File: src/rtl/sd_pkg.sv
// Shared definitions for the SD command-line blocks.
// Contents:
//   RESP_*        resp_type encodings for the response receiver
//   LEN_SHORT/LONG  response frame lengths in bits
//   CRC7_POLY     CRC7 polynomial x^7 + x^3 + 1 (implicit x^7)
//   rx_state_t    receiver FSM states
//   crc7_step     one serial CRC7 update
package sd_pkg;

  localparam logic [1:0] RESP_SHORT       = 2'd0;
  localparam logic [1:0] RESP_SHORT_NOCRC = 2'd1;
  localparam logic [1:0] RESP_LONG        = 2'd2;
  localparam logic [1:0] RESP_SHORT_BUSY  = 2'd3;

  localparam int unsigned LEN_SHORT = 48;
  localparam int unsigned LEN_LONG  = 136;

  localparam logic [6:0] CRC7_POLY = 7'h09;

  typedef enum logic [1:0] {
    ST_IDLE,
    ST_WAIT_START,
    ST_RECEIVE,
    ST_WAIT_BUSY
  } rx_state_t;

  function automatic logic [6:0] crc7_step(input logic [6:0] crc, input logic bit_in);
    logic fb;
    fb = bit_in ^ crc[6];
    return {crc[5:0], 1'b0} ^ (fb ? CRC7_POLY : 7'h00);
  endfunction

endpackage

File: src/rtl/crc7_serial.sv
// Serial CRC7 (x^7 + x^3 + 1), one bit per enabled cycle, MSB first.
// Ports:
//   clk, reset_n  clock, asynchronous active-low reset
//   clear         restart from 0; combined with en the bit is fed into the fresh CRC
//   en            feed bit_in this cycle
//   bit_in        serial data bit
//   crc           current remainder
module crc7_serial
  import sd_pkg::*;
(
  input  logic       clk,
  input  logic       reset_n,
  input  logic       clear,
  input  logic       en,
  input  logic       bit_in,
  output logic [6:0] crc
);

  always_ff @(posedge clk or negedge reset_n) begin
    if (!reset_n) begin
      crc <= '0;
    end else if (clear) begin
      crc <= en ? crc7_step(7'h00, bit_in) : 7'h00;
    end else if (en) begin
      crc <= crc7_step(crc, bit_in);
    end
  end

endmodule

File: src/rtl/sd_resp_rx_ctrl.sv
// SD command-line response receiver (R1/R1b/R2/R3/R6/R7).
// Ports:
//   clk, reset_n        system clock, asynchronous active-low reset
//   start, resp_type    request a reception of the given response class (IDLE only)
//   abort               drop back to IDLE without done
//   sample_en           SD clock rising-edge strobe qualifying sd_cmd / sd_dat0
//   sd_cmd, sd_dat0     serial response line, busy line (low = busy)
//   response            received frame, right-aligned (short in [47:0])
//   started, busy, done status; done is a one-cycle pulse
//   crc_err, frame_err, timeout_err  result flags, held until next accepted start
module sd_resp_rx_ctrl
  import sd_pkg::*;
#(
  parameter int unsigned NCR_MAX  = 64,
  parameter int unsigned BUSY_MAX = 65535,
  parameter bit          CRC_EN   = 1'b1
) (
  input  logic         clk,
  input  logic         reset_n,
  input  logic         start,
  input  logic [1:0]   resp_type,
  input  logic         abort,
  input  logic         sample_en,
  input  logic         sd_cmd,
  input  logic         sd_dat0,
  output logic [135:0] response,
  output logic         started,
  output logic         busy,
  output logic         done,
  output logic         crc_err,
  output logic         frame_err,
  output logic         timeout_err
);

  localparam int unsigned NCR_W  = $clog2(NCR_MAX + 1);
  localparam int unsigned BUSY_W = $clog2(BUSY_MAX + 1);
  localparam logic [NCR_W-1:0]  NCR_LAST  = NCR_W'(NCR_MAX - 1);
  localparam logic [BUSY_W-1:0] BUSY_LAST = BUSY_W'(BUSY_MAX - 1);
  localparam logic [BUSY_W-1:0] BUSY_SKIP = BUSY_W'(2);

  rx_state_t          state, state_next;
  logic [1:0]         rtype;
  logic [7:0]         bit_cnt;
  logic [NCR_W-1:0]   wait_cnt;
  logic [BUSY_W-1:0]  busy_cnt;
  logic [6:0]         crc;
  logic [7:0]         tx_pos;

  logic accept, got_start, rx_bit, finish, timeout;
  logic ncr_inc, busy_inc, crc_clear, crc_en;

  assign busy   = (state != ST_IDLE);
  assign tx_pos = (rtype == RESP_LONG) ? 8'(LEN_LONG - 2) : 8'(LEN_SHORT - 2);

  crc7_serial u_crc (
    .clk     (clk),
    .reset_n (reset_n),
    .clear   (crc_clear),
    .en      (crc_en),
    .bit_in  (sd_cmd),
    .crc     (crc)
  );

  always_ff @(posedge clk or negedge reset_n) begin
    if (!reset_n) state <= ST_IDLE;
    else          state <= state_next;
  end

  always_comb begin
    state_next = state;
    accept     = 1'b0;
    got_start  = 1'b0;
    rx_bit     = 1'b0;
    finish     = 1'b0;
    timeout    = 1'b0;
    ncr_inc    = 1'b0;
    busy_inc   = 1'b0;
    crc_clear  = 1'b0;
    crc_en     = 1'b0;
    if (abort) begin
      state_next = ST_IDLE;
    end else begin
      case (state)
        ST_IDLE: begin
          if (start) begin
            accept     = 1'b1;
            state_next = ST_WAIT_START;
          end
        end
        ST_WAIT_START: begin
          if (sample_en) begin
            if (!sd_cmd) begin
              got_start  = 1'b1;
              crc_clear  = 1'b1;
              // R2 start/transmission/reserved bits are outside its CRC
              crc_en     = (rtype != RESP_LONG);
              state_next = ST_RECEIVE;
            end else if (wait_cnt >= NCR_LAST) begin
              timeout    = 1'b1;
              finish     = 1'b1;
              state_next = ST_IDLE;
            end else begin
              ncr_inc = 1'b1;
            end
          end
        end
        ST_RECEIVE: begin
          if (sample_en) begin
            rx_bit = 1'b1;
            crc_en = (bit_cnt >= 8'd8) && ((rtype != RESP_LONG) || (bit_cnt <= 8'd127));
            if (bit_cnt == 8'd0) begin
              if (rtype == RESP_SHORT_BUSY) begin
                state_next = ST_WAIT_BUSY;
              end else begin
                finish     = 1'b1;
                state_next = ST_IDLE;
              end
            end
          end
        end
        ST_WAIT_BUSY: begin
          if (sample_en) begin
            if (busy_cnt < BUSY_SKIP) begin
              busy_inc = 1'b1;
            end else if (sd_dat0) begin
              finish     = 1'b1;
              state_next = ST_IDLE;
            end else if (busy_cnt >= BUSY_LAST) begin
              timeout    = 1'b1;
              finish     = 1'b1;
              state_next = ST_IDLE;
            end else begin
              busy_inc = 1'b1;
            end
          end
        end
        default: state_next = ST_IDLE;
      endcase
    end
  end

  always_ff @(posedge clk or negedge reset_n) begin
    if (!reset_n) begin
      rtype       <= RESP_SHORT;
      response    <= '0;
      bit_cnt     <= '0;
      wait_cnt    <= '0;
      busy_cnt    <= '0;
      started     <= 1'b0;
      done        <= 1'b0;
      crc_err     <= 1'b0;
      frame_err   <= 1'b0;
      timeout_err <= 1'b0;
    end else begin
      done <= finish;
      if (accept) begin
        rtype       <= resp_type;
        response    <= '0;
        bit_cnt     <= (resp_type == RESP_LONG) ? 8'(LEN_LONG - 1) : 8'(LEN_SHORT - 1);
        wait_cnt    <= '0;
        busy_cnt    <= '0;
        started     <= 1'b0;
        crc_err     <= 1'b0;
        frame_err   <= 1'b0;
        timeout_err <= 1'b0;
      end
      if (got_start) begin
        response[bit_cnt] <= sd_cmd;
        bit_cnt           <= bit_cnt - 8'd1;
        started           <= 1'b1;
      end
      if (rx_bit) begin
        response[bit_cnt] <= sd_cmd;
        if (bit_cnt != 8'd0) bit_cnt <= bit_cnt - 8'd1;
        if ((bit_cnt == tx_pos) && sd_cmd) frame_err <= 1'b1;
        if (bit_cnt == 8'd0) begin
          if (!sd_cmd) frame_err <= 1'b1;
          // bits [7:1] are already stored by the time the end bit arrives
          if (CRC_EN && (rtype != RESP_SHORT_NOCRC) && (crc != response[7:1]))
            crc_err <= 1'b1;
        end
      end
      if (ncr_inc && (wait_cnt != '1)) wait_cnt <= wait_cnt + NCR_W'(1);
      if (busy_inc && (busy_cnt != '1)) busy_cnt <= busy_cnt + BUSY_W'(1);
      if (timeout) timeout_err <= 1'b1;
      if (finish || abort) started <= 1'b0;
    end
  end

endmodule

File: config.mk
export PLATFORM = sky130hd
export DESIGN_NAME = sd_resp_rx_ctrl
export DESIGN_NICKNAME = d
export VERILOG_FILES = /design/src/rtl/sd_pkg.sv /design/src/rtl/crc7_serial.sv /design/src/rtl/sd_resp_rx_ctrl.sv
export SDC_FILE = /design/constraint.sdc
export NUM_CORES = 1
export LEC_CHECK = 0
export ABC_AREA = 0
export CORE_MARGIN = 8
export CORE_UTILIZATION = 43
export DETAILED_ROUTE_END_ITERATION = 10
export PLACE_DENSITY = 0.65
export SLEW_MARGIN = 30
export SYNTH_ARGS = -nofsm -noshare
export SYNTH_HDL_FRONTEND = slang
export SYNTH_SLANG_ARGS = --single-unit
File: constraint.sdc
create_clock -name clk -period 3 [get_ports clk]
set_input_delay 0.6 -clock clk [delete_from_list [all_inputs] [get_ports clk]]
set_output_delay 0.6 -clock clk [all_outputs]
set_load 0.01 [all_outputs]
### Yosys cells after proc, flatten, opt, wreduce, memory -nomap -nowiden

Index checks and enable logic that the tools add are counted.

* output and inout port bits: 142
* input bits: 9
* register bits: 183
* logic and storage cells: 153

* bitwise operators: 2
* add/sub/neg operators: 3
* reductions and logical operators: 18
* equal/unequal tests: 20
* magnitude comparators: 7
* muxes and demuxes: 91

Operators with widths (count)
* two-way mux 136 bit: 3
* bitwise mux 136 bit: 2
* two-way mux 1 bit: 54
* two-way mux 8 bit: 6
* two-way mux 7 bit: 5
* two-way mux 16 bit: 2
* two-way mux 2 bit: 12
* != test 3 bit, second input constant: 6
* adder 16 x 1 -> 16 bit, second input constant: 1
* greater-or-equal comparator 16 bit, second input constant: 1
* < comparator 16 x 2 -> 1 bit, second input constant: 1
* != test 16 bit, second input constant: 1
* == test 2 bit, second input constant: 5
* nonzero test 2 bit: 5
* < comparator 8 x 9 -> 1 bit, second input constant: 1
* demux 1 bit (select 8 bit): 1
* == test 8 bit: 1
* greater-or-equal comparator 8 x 1 -> 1 bit, second input constant: 1
* greater-or-equal comparator 8 x 4 -> 1 bit, second input constant: 1
* <= comparator 8 x 7 -> 1 bit, second input constant: 1
* zero test 8 bit: 1
* two-way mux 4 bit: 2
* != test 4 bit, second input constant: 2
* case mux 2 bit (4 select lines): 1
* 18 further kinds: 25

### Logic depth before layout (Yosys ltp)

Gate-level depths: netlist (run 1).

* depth after elaboration: 9
* depth in mapped cells: 9
* gate-level depth less buffers: 7

### Modules after synthesis

Synthesis (run 1) repeated with hierarchy kept, for this count alone.

* cell total of the unflattened synthesis: 836
* area, all modules: 8464.4 sq um

By module, submodules not included
* sd_resp_rx_ctrl: area each 8142.8 sq um, times used 1, cells an instance 806, sequential area each 4404.2 sq um
* crc7_serial: area each 321.6 sq um, times used 1, cells an instance 30, sequential area each 175.2 sq um

### Worst setup path before layout (run 1)

OpenSTA, ideal clock, no wires.

* path type: input port to flip-flop
* from: in sd_cmd
* to: reg response[120]
* arrival: 1.840 ns
* stages: 7
* path buffers: 2
* library setup time: 0.132 ns
* setup slack: 1.028 ns
* required time: 2.868 ns
* cells stage by stage: buf_2 > nand2b_4 > a211oi_2 > nand3_1 > buf_2 > o211ai_1 > o21ai_1

* cells in the longest elaborated chain, start to end: 7
* elaborated cells on any way between the ends: 8
* those cells by class: 8 x mux

Ends and longest elaborated chain
* start: declaration: RTL line sd_resp_rx_ctrl.sv:24 `input logic sd_cmd,`
* two-way mux 1 bit: RTL line sd_resp_rx_ctrl.sv:92 `if (!sd_cmd) begin`
* two-way mux 1 bit: RTL line sd_resp_rx_ctrl.sv:91 `if (sample_en) begin`
* two-way mux 1 bit: RTL line sd_resp_rx_ctrl.sv:83 `case (state)`
* two-way mux 1 bit: RTL line sd_resp_rx_ctrl.sv:80 `if (abort) begin`
* two-way mux 136 bit: RTL line sd_resp_rx_ctrl.sv:167 `if (got_start) begin`
* bitwise mux 136 bit: RTL line sd_resp_rx_ctrl.sv:173 `response[bit_cnt] <= sd_cmd;`
* two-way mux 136 bit (*): RTL line sd_resp_rx_ctrl.sv:172 `if (rx_bit) begin`
* end signal: indexed assignment: RTL line sd_resp_rx_ctrl.sv:168 `response[bit_cnt] <= sd_cmd;`
* end signal: indexed assignment: RTL line sd_resp_rx_ctrl.sv:173
* end: declaration: RTL line sd_resp_rx_ctrl.sv:26 `output logic [135:0] response,`

Mark *: on every way between the ends. The rest lies on a longest branch, timed or not.
A chain may end at the register's enable or synchronous reset.

### Worst setup path in the final report (run 1)

* from: reg state[0]
* to: out busy

* cells in the longest elaborated chain, start to end: 1

Ends and longest elaborated chain
* start: declaration: RTL line sd_resp_rx_ctrl.sv:41 `rx_state_t state, state_next;`
* start signal: assignment: RTL line sd_resp_rx_ctrl.sv:66 `else state <= state_next;`
* nonzero test 2 bit: RTL line sd_resp_rx_ctrl.sv:52 `assign busy = (state != ST_IDLE);`
* end: declaration: RTL line sd_resp_rx_ctrl.sv:28 `output logic busy,`

No other way between the ends.

==> results of run 1 <==
## final timing paths
kind | to | slack (ps) | depth (start not counted)
setup / recovery | busy | 460 | 4
min in group clk | timeout_err | 490 | 1
setup reg to reg | response[100] | 490 | 7
max in group asynchronous | response[43] | 2120 | 2
hold / removal | busy_cnt[6] | 160 | 1
hold reg to reg | timeout_err | 490 | 1
## where the power goes
group          internal [uW]  switching (uW)  leakage (uW)
clock                   1100            1070      0.000267
sequential              2530             124       0.00253
combinational            211             492       0.00158
total                   3840            1690       0.00438
## sequential cells by signal (all words and copies together), names as in the netlist
name and cells:
state 2, wait_cnt 7, started 1, done 1, u_crc.crc 7, rtype 2
busy_cnt 16, crc_err 1, bit_cnt 8, response 136, timeout_err 1, frame_err 1
## cell type report
| type | instances | area, sq um | share of cell area (%) |
|---|---|---|---|
| Clock inverter | 14 | 136 | 1.25 |
| Multi-Input combinational cell | 559 | 3650 | 33.4 |
| Timing Repair Buffer | 174 | 1730 | 15.9 |
| Clock buffer | 17 | 425 | 3.90 |
| Inverter | 16 | 60.1 | 0.550 |
| Sequential cell | 183 | 4580 | 42.0 |
| Tap cell | 265 | 332 | 3.04 |
## critical path: stages, from the launching register on
cell and delay (ps):
dfrtp_1 400, inv_1 80, ha_1 280, inv_1 170, clkdlybuf4s50_1 570
## stage by stage
| stage | cell area (sq um) | hold WS [ps] | util, % | power [uW] |
|---|---|---|---|---|
| global route | 10900 | 209 | 55.9 | 5740 |
| floorplan | 8590 | 304 | - | 3140 |
| detailed placement | 10400 | 472 | 53.0 | 3400 |
| global placement | 10400 | 469 | 53.0 | 3390 |
| CTS | 10900 | 183 | 55.9 | 5560 |
| finish | 10900 | 165 | 55.9 | 5530 |
## kinds of logic (layout without fill, tap and decap cells)
family,count (synthesis),count (layout),share of synthesized area (%)
DFF,183,183,53.3
AOI/OAI and AO/OA,336,336,26.4
muxes,13,13,1.56
adders and majority gates,11,11,1.60
buffers and inverters,85,221,4.40
xor gates and xnor gates,12,12,1.22
and+or+nand+nor,187,187,11.5
## synth_stat cells, types with 5 or more instances
library cell	number
a21oi_1	15
a221o_1	11
a31o_2	5
a32o_1	5
and2_1	5
buf_2	14
clkbuf_1	48
dfrtp_1	183
ha_1	11
inv_1	15
mux2i_1	10
nand2_1	58
nand3_1	27
nand4_1	12
nor2_1	27
nor2b_1	6
nor3_1	12
nor4_1	9
o211ai_1	131
o21ai_0	65
o21ai_1	70
xnor2_1	6
xor2_1	6
## layer usage
layer  global-route usage, %  vias up  part of all wire, %
li1                        -     3384                    -
met1                    28.8     3590                   46
met2                    32.0      215                   47
met3                    4.50       18                  6.3
met4                    4.71        0                  1.2
met5                       0        -                    0
==> summary.md, run 1 <==
| Metric | Value |
|---|---|
| Run status | complete, no violations |
| GRT Total Usage | 20.6% |
| Final setup margin | between 400 and 500 ps |
| Synth top area share | between 50% and 60% |
| Ant. Diodes | 0 |
| FP Rows | 51 |
| Largest net degree at the start of global routing | 84 |
| Crit path kind | flop to output pin |
| Worst-path maximum fanout | 5 |
| Worst VDD drop | 0.370 mV |
| Final wirelength | approximately 25 mm |
| Via/cell ratio | slightly below 6 |
| Crit start category | flop |
| R2r startpoint | state[0] |
| Fin cells | 1228 |
| Layout cells sized above 1 | ~8.7% |
| IO Pins | between 150 and 200 |
| I/O Buffers | 150 |
| Ys Warns | 0 |
| Worst-skew pair later-pin latency | 440 ps |
| Antenna violations before repair | 0 |
| Drt drc | 0 |
| FFs w/ async S/R, synth | 100% |
| Top post-synthesis cells by area | dfrtp_1 53%, o211ai_1 11%, o21ai_1 4.1% |
| Syn Nets | 847 |
| H-tree depth | 4 |
| Leakage | roughly 0.0044 uW |
| Max transition margin | about 51% |
| CP Launch Point | state[0] |
| Root buf cell | clkbuf_16 |
| Synthesized area | 0.00859 sq mm |
| Fmax achieved | a little under 400 MHz |
| EDFF count, synth | 0 |
| Overflow after GRT | 0 |
| Placer Congestion | about 0.83 |
| Cell variety after synth | 68 |
| Global-route wire length before repair | 40.2 mm |
| Worst min-delay path class | input port to async pin |
| Syn Inst Count | 827 |
| Setup violators final | 0 |
| Vias | 7207 |
| Die area | around 0.025 sq mm |
| Fin crit share | a little over four fifths |
| CTS tree | done |
| Clk slew on worst S/H paths | around 70 ps |
| Pwr/cell area | 506 mW/mm^2 |
| Total CTS buffers | 17 |
| Final ANT Viol Nets | 0 |
| Synth-to-Final Area Change | 27.0% |
| Post-cts repair resize count | 0 |
| Final Hold Vio Count | 0 |
| Die X-Extent | approximately 160 um |
| Placed insts | between 1000 and 1500 |
| Post-CTS Hold Buffers | 0 |
| Most common flop cell mapped by yosys | dfrtp_1 |
| Fin. max-slew vios | 0 |
| Initial DRC count | roughly 440 |
| Most common cell after layout, fill and taps aside | dfrtp_1 |
| Worst-Margin Slew | roughly 740 ps |
| Post-place setup slack | between 100 and 150 ps |
| Post-DP HPWL | ~17 mm |
| RSZ-0062 raised after global routing | no |
| Highest-count cells in the layout ignoring fill and taps | 183 x dfrtp_1, 149 x clkdlybuf4s50_1, 131 x o211ai_1, 70 x o21ai_1, 65 x o21ai_0 |
| Clk_skew | a little under 8 ps |
| Total setup buffers inserted after CTS | 0 |
| Synth area leader | dfrtp_1 |
| Clk sinks | around 180 |
| Mean post-synth cell area | 10.4 sq um |
| Routed len/inst | 20.6 um |
| Drt pass-1 iters | 5 |
| Die H | between 150 and 200 um |
| Synthesized flop and latch total | 183 |
| Final nets | about 970 |
| FILL cells | ~1700 |
| Clock period minus worst slack | roughly 2500 ps |
| WP data arrival | slightly below 2000 ps |
| CP required | 2400 ps |
| Clock buffer depth | 2 |
| Sequential share of the synthesized area | 53.3% |
| Number of global-route vias before repair | 6837 |
| Max-cap violation count | 0 |
| Fin Setup TNS | 0 ps |
| Critical path capture point type | output pin |
| Initial core utilization | ~44% |
| Core ar. | roughly 0.020 sq mm |
Power figures use the tool's default switching activity.
==> inputs of run 2 (changes only) <==
PLACE_DENSITY = 0.68   (was 0.65)
clock period = 2.1 ns   (was 3 ns; I/O delays follow)
==> run 2 against run 1 <==
  * First-iteration DRC count is 1.1% higher
  * Global-route usage is 0.78 points higher
  * Register-to-register slack worse by 370 ps
  * Wire length is 2.5% higher
  * Clock skew is 0.92 ps higher
  * Critical endpoint unchanged
  * Largest power group unchanged
==> summary.md, run 2 (synthesis results as in run 1) <==
| Metric | Value |
|---|---|
| Largest net degree at the start of global routing | 73 |
| Highest-count cells in the layout ignoring fill and taps | 183 x dfrtp_1, 148 x clkdlybuf4s50_1, 131 x o211ai_1, 78 x buf_4, 70 x o21ai_1 |
| FP Rows | a little over 50 |
| Global-route wire length before repair | ~42 mm |
| Final Cell Area | 0.0117 sq mm |
| Clk sinks | between 150 and 200 |
| Drt drc | 0 |
| Die area | 0.0248 sq mm |
| Worst-Margin Slew | 638 ps |
| Crit path kind | flop to output pin |
| Clk slew on worst S/H paths | roughly 70 ps |
| Initial DRC count | around 440 |
| GRT Total Usage | a little over a fifth |
| Routed len/inst | between 20 and 25 um |
| Final Hold Vio Count | 0 |
| Ant. Diodes | 0 |
| M1 GR Usage | roughly 29% |
| RSZ-0062 raised after global routing | yes |
| Most common cell after layout, fill and taps aside | dfrtp_1 |
| Internal reg-to-reg setup slack | approximately 120 ps |
| IO Pins | ~150 |
| Max-cap violation count | 0 |
| Setup violators final | 0 |
| Layout cells sized above 1 | between 15 and 20% |
| H-tree depth | 4 |
| Top reg by flops | response |
| Number of global-route vias before repair | roughly 7400 |
| Final nets | 1040 |
| Fin Setup TNS | 0 ps |
| Max transition margin | roughly 57% |
| Core ar. | about 0.02 sq mm |
| Synth-to-Final Area Change | 35.9% |
| Fmax achieved | just under 500 MHz |
| Worst-path maximum fanout | 5 |
| Crit start category | flop |
| CTS tree | done |
| Area after DPL | between 0.01 and 0.015 sq mm |
| Worst-skew pair later-pin latency | ~440 ps |
| R2r startpoint | state[0] |
| Root buf cell | clkbuf_16 |
| Leakage | around 0.0048 uW |
| Via/cell ratio | ~5.8 |
| Max FFs per register | 136 |
| Run status | complete, no violations |
| Critical path capture point type | output pin |
| Post-DP HPWL | about 18 mm |
| Final wirelength | between 20 and 30 mm |
| Initial core utilization | 44.0% |
| Vias | approximately 7500 |
| Total CTS buffers | 17 |
| Drt pass-1 iters | 5 |
| CP required | between 1500 and 2000 ps |
| Met2 global-route usage | 33.1% |
| Final ANT Viol Nets | 0 |
| I/O Buffers | 150 |
| WP data arrival | ~1600 ps |
| Antenna violations before repair | 0 |
| Fin crit share | 96.3% |
| Placer Congestion | between 0.8 and 0.9 |
| Clock period minus worst slack | approximately 2000 ps |
| Top flop regs | response: 136 flops, busy_cnt: 16 flops, bit_cnt: 8 flops |
| WHS | 364 ps |
| Die X-Extent | around 160 um |
| FILL cells | 1664 |
| Fin. max-slew vios | 0 |
| Clk_skew | between 8 and 9 ps |
| Die H | roughly 160 um |
| Pwr/cell area | approximately 700 mW/mm^2 |
| CP Launch Point | state[1] |
| Overflow after GRT | 0 |
| Worst min-delay path class | input port to async pin |
| Met3 Use GR | 4.36% |
| Worst VDD drop | 0.611 mV |
| Gr busiest metal | met2 |
| Final core area utilization | 59.8% |
| Clock buffer depth | 2 |
run 2: changes by cell type in the layout (fill, tap and decap cells not counted), sizes merged:
cell,before,now
buf,25,93
clkdlybuf4s50,149,148
clkinv,4,7
clkinvlp,3,0
dlygate4sd2,0,1
dlygate4sd3,0,1
inv,23,24
run 2: worst paths after layout:
check                           endpoint  cells past startpoint
min in group clk             timeout_err                      1
max in group asynchronous  response[131]                      3
min reg2reg                  timeout_err                      1
max                                 busy                      4
max reg2reg                  busy_cnt[7]                      8
min                          busy_cnt[9]                      2
run 2: routing by layer:
layer,vias to the layer above,part of all wire [%]
met5,-,0
met4,0,2.8
met3,40,6.0
met2,236,47
met1,3735,44
li1,3518,-
run 2: report_power, final:
group	total (uW)	internal [uW]	switching, uW
Sequential	3770	3620	151
Clock	3200	1610	1590
Combinational	1220	436	788
Total	8200	5660	2530
run 2: stage by stage:
stage	setup slack [ps]	power (uW)	std cells
after global routing	-10.8	8550	1298
after global placement	-154	5000	1264
after floorplan	133	4490	827
after CTS	27.6	8220	1298
after detailed placement	-210	5020	1264
final	77.5	8200	1298
run 2: cell type report:
type | count | area, sq um | area share [%]
Multi-Input combinational cell | 559 | 3730 | 32.0
Sequential cell | 183 | 4580 | 39.2
Inverter | 16 | 60.1 | 0.514
Clock buffer | 17 | 425 | 3.64
Tap cell | 265 | 332 | 2.84
Timing Repair Buffer | 243 | 2380 | 20.4
Clock inverter | 15 | 170 | 1.46
run 2: critical path, cell delays in order (launching register included):
cell,delay (ps)
dfrtp_1,400
inv_1,140
ha_2,260
inv_2,80
dlygate4sd2_1,290
run 2: timing repair:
item / in CTS / in global routing
setup endpoints to repair: 1 / 51
pin swaps: 0 / 2
gates resized for setup: 3 / 15
hold buffers: 1 / 0
buffers inserted: 1 / 0
endpoints found under the hold margin: 6 / 0
gates cloned: 0 / 0
